===== src/rtl/tsc_activity_monitor_pkg.sv =====
// Shared constants for the activity monitor: FSM state encodings and
// default bus/window sizes.
package tsc_activity_monitor_pkg;

  localparam int DEF_WIDTH    = 128;
  localparam int DEF_WIN_LOG2 = 10;

  typedef logic [1:0] state_t;

  localparam state_t ST_IDLE  = 2'd0;
  localparam state_t ST_PRIME = 2'd1;
  localparam state_t ST_ACCUM = 2'd2;
  localparam state_t ST_CLOSE = 2'd3;

endpackage


===== src/rtl/tsc_activity_monitor_popcount_tree.sv =====
// Combinational population count built as a balanced pairwise adder tree.
module popcount_tree #(
  parameter int WIDTH = 128,
  parameter int OUT_W = $clog2(WIDTH + 1)
) (
  input  logic [WIDTH-1:0] data_i,
  output logic [OUT_W-1:0] count_o
);

  localparam int LV = $clog2(WIDTH);
  localparam int P  = 1 << LV;

  // lvl[0] holds the zero-padded leaves; each level halves the node count.
  logic [OUT_W-1:0] lvl [LV+1][P];

  always_comb begin
    for (int l = 0; l <= LV; l++) begin
      for (int i = 0; i < P; i++) begin
        lvl[l][i] = '0;
      end
    end
    for (int i = 0; i < WIDTH; i++) begin
      lvl[0][i] = OUT_W'(data_i[i]);
    end
    for (int l = 1; l <= LV; l++) begin
      for (int i = 0; i < (P >> l); i++) begin
        lvl[l][i] = lvl[l-1][2*i] + lvl[l-1][2*i+1];
      end
    end
  end

  assign count_o = lvl[LV][0];

endmodule


===== src/rtl/tsc_activity_monitor.sv =====
// Switching-activity monitor: sums bit toggles of mon_in over fixed windows
// and reports each window total with a threshold flag and sticky alarms.
module tsc_activity_monitor
  import tsc_activity_monitor_pkg::*;
#(
  parameter int WIDTH    = DEF_WIDTH,
  parameter int WIN_LOG2 = DEF_WIN_LOG2,
  parameter int CNT_W    = $clog2(WIDTH) + WIN_LOG2 + 1
) (
  input  logic             clk,
  input  logic             rst,
  input  logic             en,
  input  logic [WIDTH-1:0] mon_in,
  input  logic [CNT_W-1:0] thresh,
  output logic             rpt_valid,
  input  logic             rpt_ready,
  output logic [CNT_W-1:0] rpt_count,
  output logic             rpt_hot,
  output logic             alarm,
  output logic             overrun,
  output logic [1:0]       dbg_state
);

  // Report handshake: a report transfers on any rising edge with
  // rpt_valid && rpt_ready; while rpt_valid is high and rpt_ready low the
  // report fields are held and newer window totals are dropped (overrun).

  localparam int PW = $clog2(WIDTH + 1);

  state_t              state_q, state_d;
  logic [WIDTH-1:0]    prev_q, prev_d;
  logic [WIDTH-1:0]    diff_q, diff_d;
  logic                diff_vld_q, diff_vld_d;
  logic [CNT_W-1:0]    acc_q, acc_d;
  logic [WIN_LOG2-1:0] win_cnt_q, win_cnt_d;
  logic                rpt_valid_q, rpt_valid_d;
  logic [CNT_W-1:0]    rpt_count_q, rpt_count_d;
  logic                rpt_hot_q, rpt_hot_d;
  logic                alarm_q, alarm_d;
  logic                overrun_q, overrun_d;
  logic [PW-1:0]       pop_cnt;
  logic                is_hot;

  popcount_tree #(.WIDTH(WIDTH), .OUT_W(PW)) u_popcount (
    .data_i  (diff_q),
    .count_o (pop_cnt)
  );

  assign is_hot = (acc_q >= thresh);

  always_comb begin
    state_d     = state_q;
    prev_d      = prev_q;
    diff_d      = diff_q;
    diff_vld_d  = 1'b0;
    acc_d       = acc_q;
    win_cnt_d   = win_cnt_q;
    rpt_valid_d = rpt_valid_q && !rpt_ready;
    rpt_count_d = rpt_count_q;
    rpt_hot_d   = rpt_hot_q;
    alarm_d     = alarm_q;
    overrun_d   = overrun_q;

    // Second pipeline stage: fold last cycle's Hamming distance into the sum.
    if (diff_vld_q) begin
      acc_d = acc_q + CNT_W'(pop_cnt);
    end

    case (state_q)
      ST_IDLE: begin
        if (en) state_d = ST_PRIME;
      end
      ST_PRIME: begin
        if (!en) begin
          state_d = ST_IDLE;
        end else begin
          prev_d    = mon_in;
          acc_d     = '0;
          win_cnt_d = '0;
          state_d   = ST_ACCUM;
        end
      end
      ST_ACCUM: begin
        if (!en) begin
          state_d = ST_IDLE;
        end else begin
          diff_d     = mon_in ^ prev_q;
          diff_vld_d = 1'b1;
          prev_d     = mon_in;
          win_cnt_d  = win_cnt_q + 1'b1;
          if (&win_cnt_q) state_d = ST_CLOSE;
        end
      end
      ST_CLOSE: begin
        // First CLOSE cycle drains the final distance; the second reports.
        if (!diff_vld_q) begin
          if (!rpt_valid_q || rpt_ready) begin
            rpt_valid_d = 1'b1;
            rpt_count_d = acc_q;
            rpt_hot_d   = is_hot;
            alarm_d     = alarm_q | is_hot;
          end else begin
            overrun_d = 1'b1;
          end
          acc_d     = '0;
          win_cnt_d = '0;
          state_d   = en ? ST_ACCUM : ST_IDLE;
        end
      end
      default: state_d = ST_IDLE;
    endcase
  end

  always_ff @(posedge clk) begin
    if (!rst) begin
      state_q     <= ST_IDLE;
      prev_q      <= '0;
      diff_q      <= '0;
      diff_vld_q  <= 1'b0;
      acc_q       <= '0;
      win_cnt_q   <= '0;
      rpt_valid_q <= 1'b0;
      rpt_count_q <= '0;
      rpt_hot_q   <= 1'b0;
      alarm_q     <= 1'b0;
      overrun_q   <= 1'b0;
    end else begin
      state_q     <= state_d;
      prev_q      <= prev_d;
      diff_q      <= diff_d;
      diff_vld_q  <= diff_vld_d;
      acc_q       <= acc_d;
      win_cnt_q   <= win_cnt_d;
      rpt_valid_q <= rpt_valid_d;
      rpt_count_q <= rpt_count_d;
      rpt_hot_q   <= rpt_hot_d;
      alarm_q     <= alarm_d;
      overrun_q   <= overrun_d;
    end
  end

  assign rpt_valid = rpt_valid_q;
  assign rpt_count = rpt_count_q;
  assign rpt_hot   = rpt_hot_q;
  assign alarm     = alarm_q;
  assign overrun   = overrun_q;
  assign dbg_state = state_q;

endmodule


===== config.mk =====
export PLATFORM = sky130hd
export DESIGN_NAME = tsc_activity_monitor
export DESIGN_NICKNAME = d
export VERILOG_FILES = /design/src/rtl/tsc_activity_monitor_pkg.sv /design/src/rtl/tsc_activity_monitor_popcount_tree.sv /design/src/rtl/tsc_activity_monitor.sv
export SDC_FILE = /design/constraint.sdc
export NUM_CORES = 1
export LEC_CHECK = 0
export CAP_MARGIN = 10
export CORE_UTILIZATION = 55
export CTS_CLUSTER_SIZE = 30
export DETAILED_ROUTE_END_ITERATION = 16
export DONT_BUFFER_PORTS = 1
export GPL_TIMING_DRIVEN = 0
export PLACE_DENSITY = 0.69
export SYNTH_ARGS = -nofsm -noshare
export SYNTH_HDL_FRONTEND = slang
export SYNTH_SLANG_ARGS = --single-unit

===== constraint.sdc =====
create_clock -name clk -period 21 [get_ports clk]
set_input_delay 5.25 -clock clk [delete_from_list [all_inputs] [get_ports clk]]
set_output_delay 5.25 -clock clk [all_outputs]
set_load 0.05 [all_outputs]

---- Word-level counts from Yosys, hierarchy flattened ----
Index checks and enable logic that the tools add are counted.
storage, ports and cells
  register bits after elaboration ......... 309
  bits of input ports ..................... 150
  output and inout bits ................... 24
  logic and storage cells ................. 186
cells by class
  add/subtract/negate cells ............... 129
  $lt $le $gt $ge ......................... 1
  equality and inequality tests ........... 8
  multiplexer cells ....................... 18
  bitwise gates (word level) .............. 4
  reductions and logical operators ........ 15
operators by type and width
  operator                                                          count
  8-bit adder                                                       63
  1-bit by 1-bit adder with 2-bit output                            64
  128-bit XOR                                                       1
  18-bit two-way mux                                                3
  18-bit one-hot mux with 2 select lines                            1
  10-bit two-way mux                                                3
  10-bit one-hot mux with 3 select lines                            1
  18-bit by 8-bit adder with 18-bit output                          1
  18-bit >= comparator                                              1
  10-bit by 1-bit adder with 10-bit output (second input constant)  1
  2-bit two-way mux                                                 5
  10-bit AND reduction                                              1
  3-bit AND reduction                                               3
  2-bit inequality test (second input constant)                     4
  2-bit one-hot mux with 4 select lines                             1
  2-bit AND reduction                                               3
  2-bit == test (second input constant)                             2
  1-bit two-way mux                                                 4
  4-bit AND reduction                                               1
  3-bit inequality test (second input constant)                     1
  3-bit nonzero test                                                1
  2-bit by 1-bit == test with 1-bit output (second input constant)  1
  1-bit logical NOT                                                 2
  2-bit logical NOT                                                 1
  other kinds (5)                                                   6

---- Depth between registers and ports, before layout ----
Gate-level depths: netlist of run 1.
  word-level depth ........................ 11
  depth in mapped cells ................... 32
  gate-level depth less buffers ........... 32

---- By module ----
From an unflattened synthesis of run 1, not the netlist that was laid out.
second synthesis, totals
  cell total of the unflattened synthesis .. 1794
  area total of the unflattened synthesis .. 16647.2 µm²
modules (own cells, without submodules)
  module                instances  cells each  area each (µm²)  seq. area each (µm²)
  tsc_activity_monitor  1          1462        13251.5          6185.9
  popcount_tree         1          332         3395.8           0.0

---- Worst setup path after synthesis of run 1 ----
Ideal clock, no wire load.
  path kind ............................... register to register
  from .................................... register diff_q[80]
  to ...................................... register acc_q[15]
  arrival ................................. 7857 ps
  setup slack ............................. 13083 ps
  cell stages (with the launch flop) ...... 30
  cell sequence ........................... dfxtp_1 ha_1 inv_1 fa_1 inv_1 fa_1 fa_1 inv_1 fa_1 fa_1 inv_1 fa_1 fa_1 fa_1 inv_1 fa_1 inv_1 ha_1 inv_1 fa_1 nor2b_1 o21ai_0 a21boi_0 or4b_1 nand3_1 ha_1 and3_1 a32oi_4 or4_2 nand2_1
between the ends
  word-level cells in the longest chain between the ends .. 11
RTL lines
  what                                          RTL line                                                text
  from (decl)                                   tsc_activity_monitor.sv:32                              logic [WIDTH-1:0] diff_q, diff_d;
  from (signal assigned)                        tsc_activity_monitor.sv:130                             diff_q <= diff_d;
  1-bit by 1-bit adder with 2-bit output *      tsc_activity_monitor_popcount_tree.sv:27                lvl[l][i] = lvl[l-1][2*i] + lvl[l-1][2*i+1];
  8-bit adder * (6 in series)                   tsc_activity_monitor_popcount_tree.sv:27
  18-bit by 8-bit adder with 18-bit output *    tsc_activity_monitor.sv:66                              acc_d = acc_q + CNT_W'(pop_cnt);
  18-bit two-way mux *                          tsc_activity_monitor.sv:65                              if (diff_vld_q) begin
  18-bit two-way mux, on equally long branches  tsc_activity_monitor.sv:96, tsc_activity_monitor.sv:74
  18-bit one-hot mux with 2 select lines *      tsc_activity_monitor.sv:69                              case (state_q)
  to (signal assigned)                          tsc_activity_monitor.sv:120                             acc_q <= '0;
  to (signal assigned)                          tsc_activity_monitor.sv:132                             acc_q <= acc_d;
  to (decl)                                     tsc_activity_monitor.sv:34                              logic [CNT_W-1:0] acc_q, acc_d;
Every way passes the cells marked *; elsewhere a longest branch is shown, timed or not.
A chain may end at the register's enable or synchronous reset.

---- Worst setup path in the final report of run 1 ----
  from .................................... register diff_q[48]
  to ...................................... register acc_q[15]
Same word-level chain as after synthesis.

==> flow_metrics.env, run 1 <==
export IMPL_cts_buffer_depth=3
export IMPL_gp_congestion=0.819
export IMPL_min_path_type="flop to flop"
export IMPL_fmax_ghz=0.119
export IMPL_start_util=0.563
export IMPL_critPathSlowestCell="or4_2"
export IMPL_synth_top_area_frac=0.346
export IMPL_final_cell_count_no_fill=2366
export IMPL_syn_area_um2=17900
export IMPL_hold_viol_final=0
export IMPL_htree_levels=2
export IMPL_grt_antenna_before_repair=0
export IMPL_design_die_area_um2=33200
export IMPL_clock_latency_ns=0.51
export IMPL_antenna_left=0
export IMPL_overflow=0
export IMPL_crit_cells=31
export IMPL_register_area_um2=6190
export IMPL_rows=65
export IMPL_cts_tree="built"
export IMPL_core_um2=31700
export IMPL_fin_tns_setup_ns=0
export IMPL_synth_distinct_cells=53
export IMPL_ctsHoldBuffers=0
export IMPL_final_cell_mix="nand2_1 (445), dfxtp_1 (309), inv_1 (213)"
export IMPL_ys_seq_elements=309
export IMPL_synthCells=1903
export IMPL_seq_power_share=0.447
export IMPL_p_per_area_nw_per_um2=70.9
export IMPL_internal_power_w=0.00105
export IMPL_grt_pass1_vias=12400
export IMPL_clk_pin_slew_worst_paths_ns=0.06
export IMPL_fp_dieW_um=182
export IMPL_max_stage_delay_ns=0.57
export IMPL_cts_resized=0
export IMPL_yosys_most_used_dff="dfxtp_1"
export IMPL_final_nets=2337
export IMPL_areaGrowthSynthToFinish_pct=9.30
export IMPL_vias=12300
export IMPL_power_switching_w=0.000338
export IMPL_maxSlewHeadroom=0.223
export IMPL_worst_pin_slew_ns=1.16
export IMPL_drt_iter0_drc=451
export IMPL_required_ns=21.46
export IMPL_p_leak_nw=9.73
export IMPL_drc=0
export IMPL_combPwrFrac=0.109
export IMPL_place_hpwl_um=28200
export IMPL_pin_count=174
export IMPL_swShare=0.244
export IMPL_netlist_top_cells_area="dfxtp_1 (35%), fa_1 (15%), nand2_1 (9.4%)"
export IMPL_worstSetupPathType="flop to flop"
export IMPL_drtPass1Iterations=5
export IMPL_routed_via_density=5.21
export IMPL_wl_um=36300
export IMPL_layout_commonest_cell="nand2_1"
export IMPL_drv_cap=0
export IMPL_cts_setup_buffers=0
export IMPL_multi_input_area_um2=10500
export IMPL_status="completed"
export IMPL_diodes=0
export IMPL_finalSetupViolCount=0
export IMPL_cts_buffers_inserted=36
export IMPL_async_flop_share=0
export IMPL_synthesis_area_per_instance_um2=9.39
export IMPL_path_max_fanout=9
export IMPL_critPathArrivalTime_ns=8.86
export IMPL_synth_edf_count=0
export IMPL_yosysTopAreaCell="dfxtp_1"
export IMPL_slew_viol_final=0
export IMPL_fillers=2731
export IMPL_io_buffers=0
export IMPL_synth_warnings=0
export IMPL_dp_cells=2305
export IMPL_cts_sinks=309
export IMPL_layout_drive_gt1_share=0.0448
export IMPL_syn_num_nets=2299
export IMPL_critPathMostFrequentCell="fa_1"
export IMPL_clockPowerShare=0.444
export IMPL_cts_root_buffer="clkbuf_16"
export IMPL_path_delay_family="adder cells"
export IMPL_clock_skew_ns=0.0126
export IMPL_min_path_cells=2
export IMPL_ir_drop_mv=0.0553
export IMPL_period_share=0.400
export IMPL_grt_pass1_wl_um=60900
export IMPL_start_kind="flop"
export IMPL_die_h_um=182
export IMPL_rsz0062_at_grt="false"
export IMPL_grt_max_degree=13
export IMPL_crit_buf_inv=9
export IMPL_ys_seq_area_frac=0.346
export IMPL_wire_per_inst_um=15.4
export IMPL_reg2reg_depth=31
export IMPL_period_minus_slack_ns=8.40
export IMPL_globalRouteTotalUtil=0.226
export IMPL_crit_path_end_kind="flop"
[per-layer routing]
metal  vias to the layer above  track usage  share of wire
met5                         -            0              0
met1                      5821        0.295           0.45
li1                       6234            -              -
met4                         0       0.0773          0.031
met3                        64       0.0433          0.048
met2                       209        0.377           0.47
[power by group through the flow]
stage	clock, W	sequential [W]	combinational (W)
floorplan	0	0.000629	0.000117
global placement	0	0.000630	0.000149
detailed placement	0	0.000631	0.000152
CTS	0.000629	0.000618	0.000153
global route	0.000655	0.000620	0.000175
finish	0.000615	0.000618	0.000150
[cell usage after synthesis, types with 6 or more instances]
cell type	count
a21boi_0	148
a21o_1	9
a21oi_1	25
and2_1	6
and3_1	8
buf_1	8
buf_2	25
clkbuf_1	63
dfxtp_1	309
fa_1	131
ha_1	115
inv_1	213
nand2_1	445
nand2b_1	8
nand3_1	7
nor2_1	21
nor2b_1	9
nor3_1	6
o211a_1	129
o21a_1	7
o21ai_0	22
xnor2_1	138
xor2_1	6
[layout make-up]
cell class	instances	area share
plain buffers	97	0.0206
clock buffers	52	0.0529
clock inverters	9	0.00647
inverters	213	0.0410
multi-input cells	1284	0.536
flip-flops and latches	309	0.317
well taps	402	0.0258
[worst min-delay path: stages, from the launching register on]
cell and delay (ns):
dfxtp_1 0.31, nand2_1 0.05, a21boi_0 0.06
[path summary, 6_finish.rpt]
path	from	endpoint	slack (ns)
max	diff_q[48]$_SDFFE_PN0P_	acc_q[15]$_SDFF_PN0_	12.60
min reg2reg	prev_q[13]$_SDFFE_PN0P_	prev_q[13]$_SDFFE_PN0P_	0.47
max reg2reg	diff_q[48]$_SDFFE_PN0P_	acc_q[15]$_SDFF_PN0_	12.60
min	prev_q[13]$_SDFFE_PN0P_	prev_q[13]$_SDFFE_PN0P_	0.47
[through the flow]
stage / util / cell area, um2 / hold slack, ns / total power, W / worst slack, ns
after floorplan: - / 17900 / 0.449 / 0.000746 / 13.08
after global placement: 0.579 / 18400 / 0.458 / 0.000779 / 12.65
after detailed placement: 0.579 / 18400 / 0.469 / 0.000783 / 12.60
after CTS: 0.616 / 19500 / 0.477 / 0.00140 / 12.57
after global routing: 0.616 / 19500 / 0.492 / 0.00145 / 12.13
final: 0.616 / 19500 / 0.473 / 0.00138 / 12.60
[kinds of logic (layout without fill, tap and decap cells)]
kind of cell,after synthesis,in the layout,share of synthesized area
flops,309,309,0.346
fa+ha+maj,246,246,0.227
xor+xnor,144,144,0.0706
mux,5,5,0.00280
buf+inv,310,371,0.0673
compound gates,359,359,0.165
simple gates,530,530,0.121
[sequential cells by signal (all words and copies together) (netlist names)]
name	count
rpt_hot	1
dbg_state	2
prev_q	128
acc_q	18
alarm	1
rpt_count	18
overrun	1
rpt_valid	1
diff_q	128
diff_vld_q	1
win_cnt_q	10
(Power assumes the default switching activity.)
==> run 2: changes to the inputs <==
==> constraint.sdc (replaced) <==
create_clock -name clk -period 8.1 [get_ports clk]
set_input_delay 2.025 -clock clk [delete_from_list [all_inputs] [get_ports clk]]
set_output_delay 2.025 -clock clk [all_outputs]
set_load 0.05 [all_outputs]
==> run 2 against run 1 <==
Combinational power increased to 2.7 times the previous value. Via count is 0.75% higher. Critical endpoint is now acc_q[17]$_SDFF_PN0_. Clock power increased to 2.6 times the previous value. Clock-buffer cell count did not move. Global-route usage up 0.28 points. First-iteration DRC count increased by 8.6%. Core utilization grew 0.91 points. Critical path depth did not move.
==> flow_metrics.env, run 2 (synthesis gave the netlist of run 1 again) <==
export IMPL_status="completed"
export IMPL_ctsHoldBuffers=0
export IMPL_layout_commonest_cell="nand2_1"
export IMPL_maxSlewHeadroom=0.200
export IMPL_clockPowerShare=0.442
export IMPL_cts_buffers_inserted=36
export IMPL_clock_skew_ns=0.0132
export IMPL_path_max_fanout=5
export IMPL_drc=0
export IMPL_critPathSlowestCell="fa_1"
export IMPL_core_um2=31700
export IMPL_overflow=0
export IMPL_finalSetupViolCount=0
export IMPL_ir_drop_mv=0.143
export IMPL_drt_iter0_drc=490
export IMPL_dp_cells=2305
export IMPL_power_switching_w=0.000882
export IMPL_fp_dieW_um=182
export IMPL_vias=12400
export IMPL_timing_rr_end="acc_q[17]$_SDFF_PN0_"
export IMPL_gp_congestion=0.819
export IMPL_reg2reg_depth=31
export IMPL_r2r_slack_ns=0.005
export IMPL_diodes=0
export IMPL_antenna_left=0
export IMPL_areaGrowthSynthToFinish_pct=10.9
export IMPL_cts_buffer_depth=3
export IMPL_htree_levels=2
export IMPL_cts_sinks=309
export IMPL_crit_path_end_kind="flop"
export IMPL_die_h_um=182
export IMPL_start_kind="flop"
export IMPL_required_ns=8.53
export IMPL_clock_latency_ns=0.51
export IMPL_min_path_type="flop to flop"
export IMPL_worstSetupPathType="flop to flop"
export IMPL_endpoint="acc_q[17]$_SDFF_PN0_"
export IMPL_wire_per_inst_um=15.7
export IMPL_seq_power_share=0.445
export IMPL_grt_antenna_before_repair=0
export IMPL_cts_root_buffer="clkbuf_16"
export IMPL_clk_pin_slew_worst_paths_ns=0.06
export IMPL_critPathMostFrequentCell="inv_2"
export IMPL_routed_via_density=5.24
export IMPL_max_stage_delay_ns=0.56
export IMPL_critPathArrivalTime_ns=8.53
export IMPL_pin_count=174
export IMPL_crit_buf_inv=9
export IMPL_critPathLaunch="diff_q[43]$_SDFFE_PN0P_"
export IMPL_place_hpwl_um=28200
export IMPL_hold_worst_slack_ns=0.473
export IMPL_final_nets=2342
export IMPL_wl_um=37200
export IMPL_period_share=0.999
export IMPL_start_util=0.563
export IMPL_cts_tree="built"
export IMPL_slew_viol_final=0
export IMPL_final_cell_count_no_fill=2371
export IMPL_crit_cells=31
export IMPL_drtPass1Iterations=5
export IMPL_hold_viol_final=0
export IMPL_path_delay_family="adder cells"
export IMPL_grt_pass1_wl_um=61600
export IMPL_final_cell_mix="nand2_1 (444), dfxtp_1 (303), inv_1 (204)"
export IMPL_swShare=0.245
export IMPL_internal_power_w=0.00272
export IMPL_p_leak_nw=9.72
export IMPL_period_minus_slack_ns=8.10
export IMPL_grt_max_degree=13
export IMPL_fillers=2697
export IMPL_rsz0062_at_grt="true"
export IMPL_drv_cap=0
export IMPL_io_buffers=0
export IMPL_largestRegisters="diff_q (128), prev_q (128)"
export IMPL_p_per_area_nw_per_um2=182
export IMPL_design_die_area_um2=33200
export IMPL_worst_pin_slew_ns=1.19
export IMPL_r2r_start="diff_q[43]$_SDFFE_PN0P_"
export IMPL_globalRouteTotalUtil=0.229
export IMPL_rows=65
export IMPL_grt_pass1_vias=12500
export IMPL_fmax_ghz=0.124
export IMPL_min_path_cells=2
export IMPL_layout_drive_gt1_share=0.0782
export IMPL_combPwrFrac=0.113
-- run 2: cell count changes in the layout (fill, tap and decap cells not counted), moves of 5 or more --
| cell | change |
|---|---|
| a21oi_1 | -5 |
| dfxtp_1 | -6 |
| dfxtp_2 | +6 |
| fa_1 | -16 |
| fa_2 | +16 |
| ha_1 | -7 |
| ha_4 | +5 |
| inv_1 | -9 |
| inv_2 | +9 |
| o21ai_0 | -6 |
-- run 2: how the worst min path moves through the flow --
stage	startpoint	end	slack (ns)
2_1_floorplan	win_cnt_q[1]$_SDFFE_PN0P_	win_cnt_q[1]$_SDFFE_PN0P_	0.45
3_3_place_gp	win_cnt_q[1]$_SDFFE_PN0P_	win_cnt_q[1]$_SDFFE_PN0P_	0.46
3_5_place_dp	prev_q[59]$_SDFFE_PN0P_	prev_q[59]$_SDFFE_PN0P_	0.47
4_1_cts	prev_q[46]$_SDFFE_PN0P_	prev_q[46]$_SDFFE_PN0P_	0.48
5_1_grt	prev_q[119]$_SDFFE_PN0P_	prev_q[119]$_SDFFE_PN0P_	0.49
6_report	prev_q[13]$_SDFFE_PN0P_	prev_q[13]$_SDFFE_PN0P_	0.47
-- run 2: metrics by stage --
step | worst slack (ns) | cell area (um2) | utilization | total power [W] | TNS, ns
final | 0.00477 | 19800 | 0.625 | 0.00360 | 0
after global placement | -0.254 | 18400 | 0.579 | 0.00202 | -1.24
after floorplan | 0.183 | 17900 | - | 0.00193 | 0
after CTS | -0.0275 | 19600 | 0.619 | 0.00364 | -0.0275
after global routing | -0.250 | 19800 | 0.625 | 0.00378 | -1.43
after detailed placement | -0.303 | 18400 | 0.579 | 0.00203 | -1.77
-- run 2: tightest hold or removal path: stages, from the launching register on --
cell and delay [ns]:
dfxtp_1 0.31, nand2_1 0.05, a21boi_0 0.06
-- run 2: power groups by stage --
stage | logic (W) | clock network [W] | registers (W)
final | 0.000406 | 0.00159 | 0.00160
after global routing | 0.000471 | 0.00170 | 0.00161
after CTS | 0.000402 | 0.00163 | 0.00160
after detailed placement | 0.000393 | 0 | 0.00164
after global placement | 0.000386 | 0 | 0.00163
after floorplan | 0.000304 | 0 | 0.00163
-- run 2: timing repair --
action	4_1_cts	5_1_grt
setup buffers	4	1
setup endpoints to repair	10	12
gates cloned	1	0
pin swaps	17	33
resized for setup	21	52
-- run 2: layout make-up --
cell class / instances / area, um2 / area share
tap: 402 / 503 / 0.0254
buffer: 96 / 399 / 0.0201
multi-input combinational: 1285 / 10700 / 0.541
clock inverter: 9 / 126 / 0.00638
clock buffer: 52 / 1030 / 0.0521
timing repair buffer: 5 / 41.3 / 0.00208
inverter: 213 / 800 / 0.0404
sequential: 309 / 6190 / 0.313
-- run 2: metal layers --
| metal | up-vias | wire [um] | global-route usage |
|---|---|---|---|
| li1 | 6246 | - | - |
| met1 | 5871 | 16600 | 0.296 |
| met2 | 235 | 17700 | 0.384 |
| met3 | 69 | 1840 | 0.0439 |
| met4 | 0 | 1120 | 0.0793 |
| met5 | - | 0 | 0 |
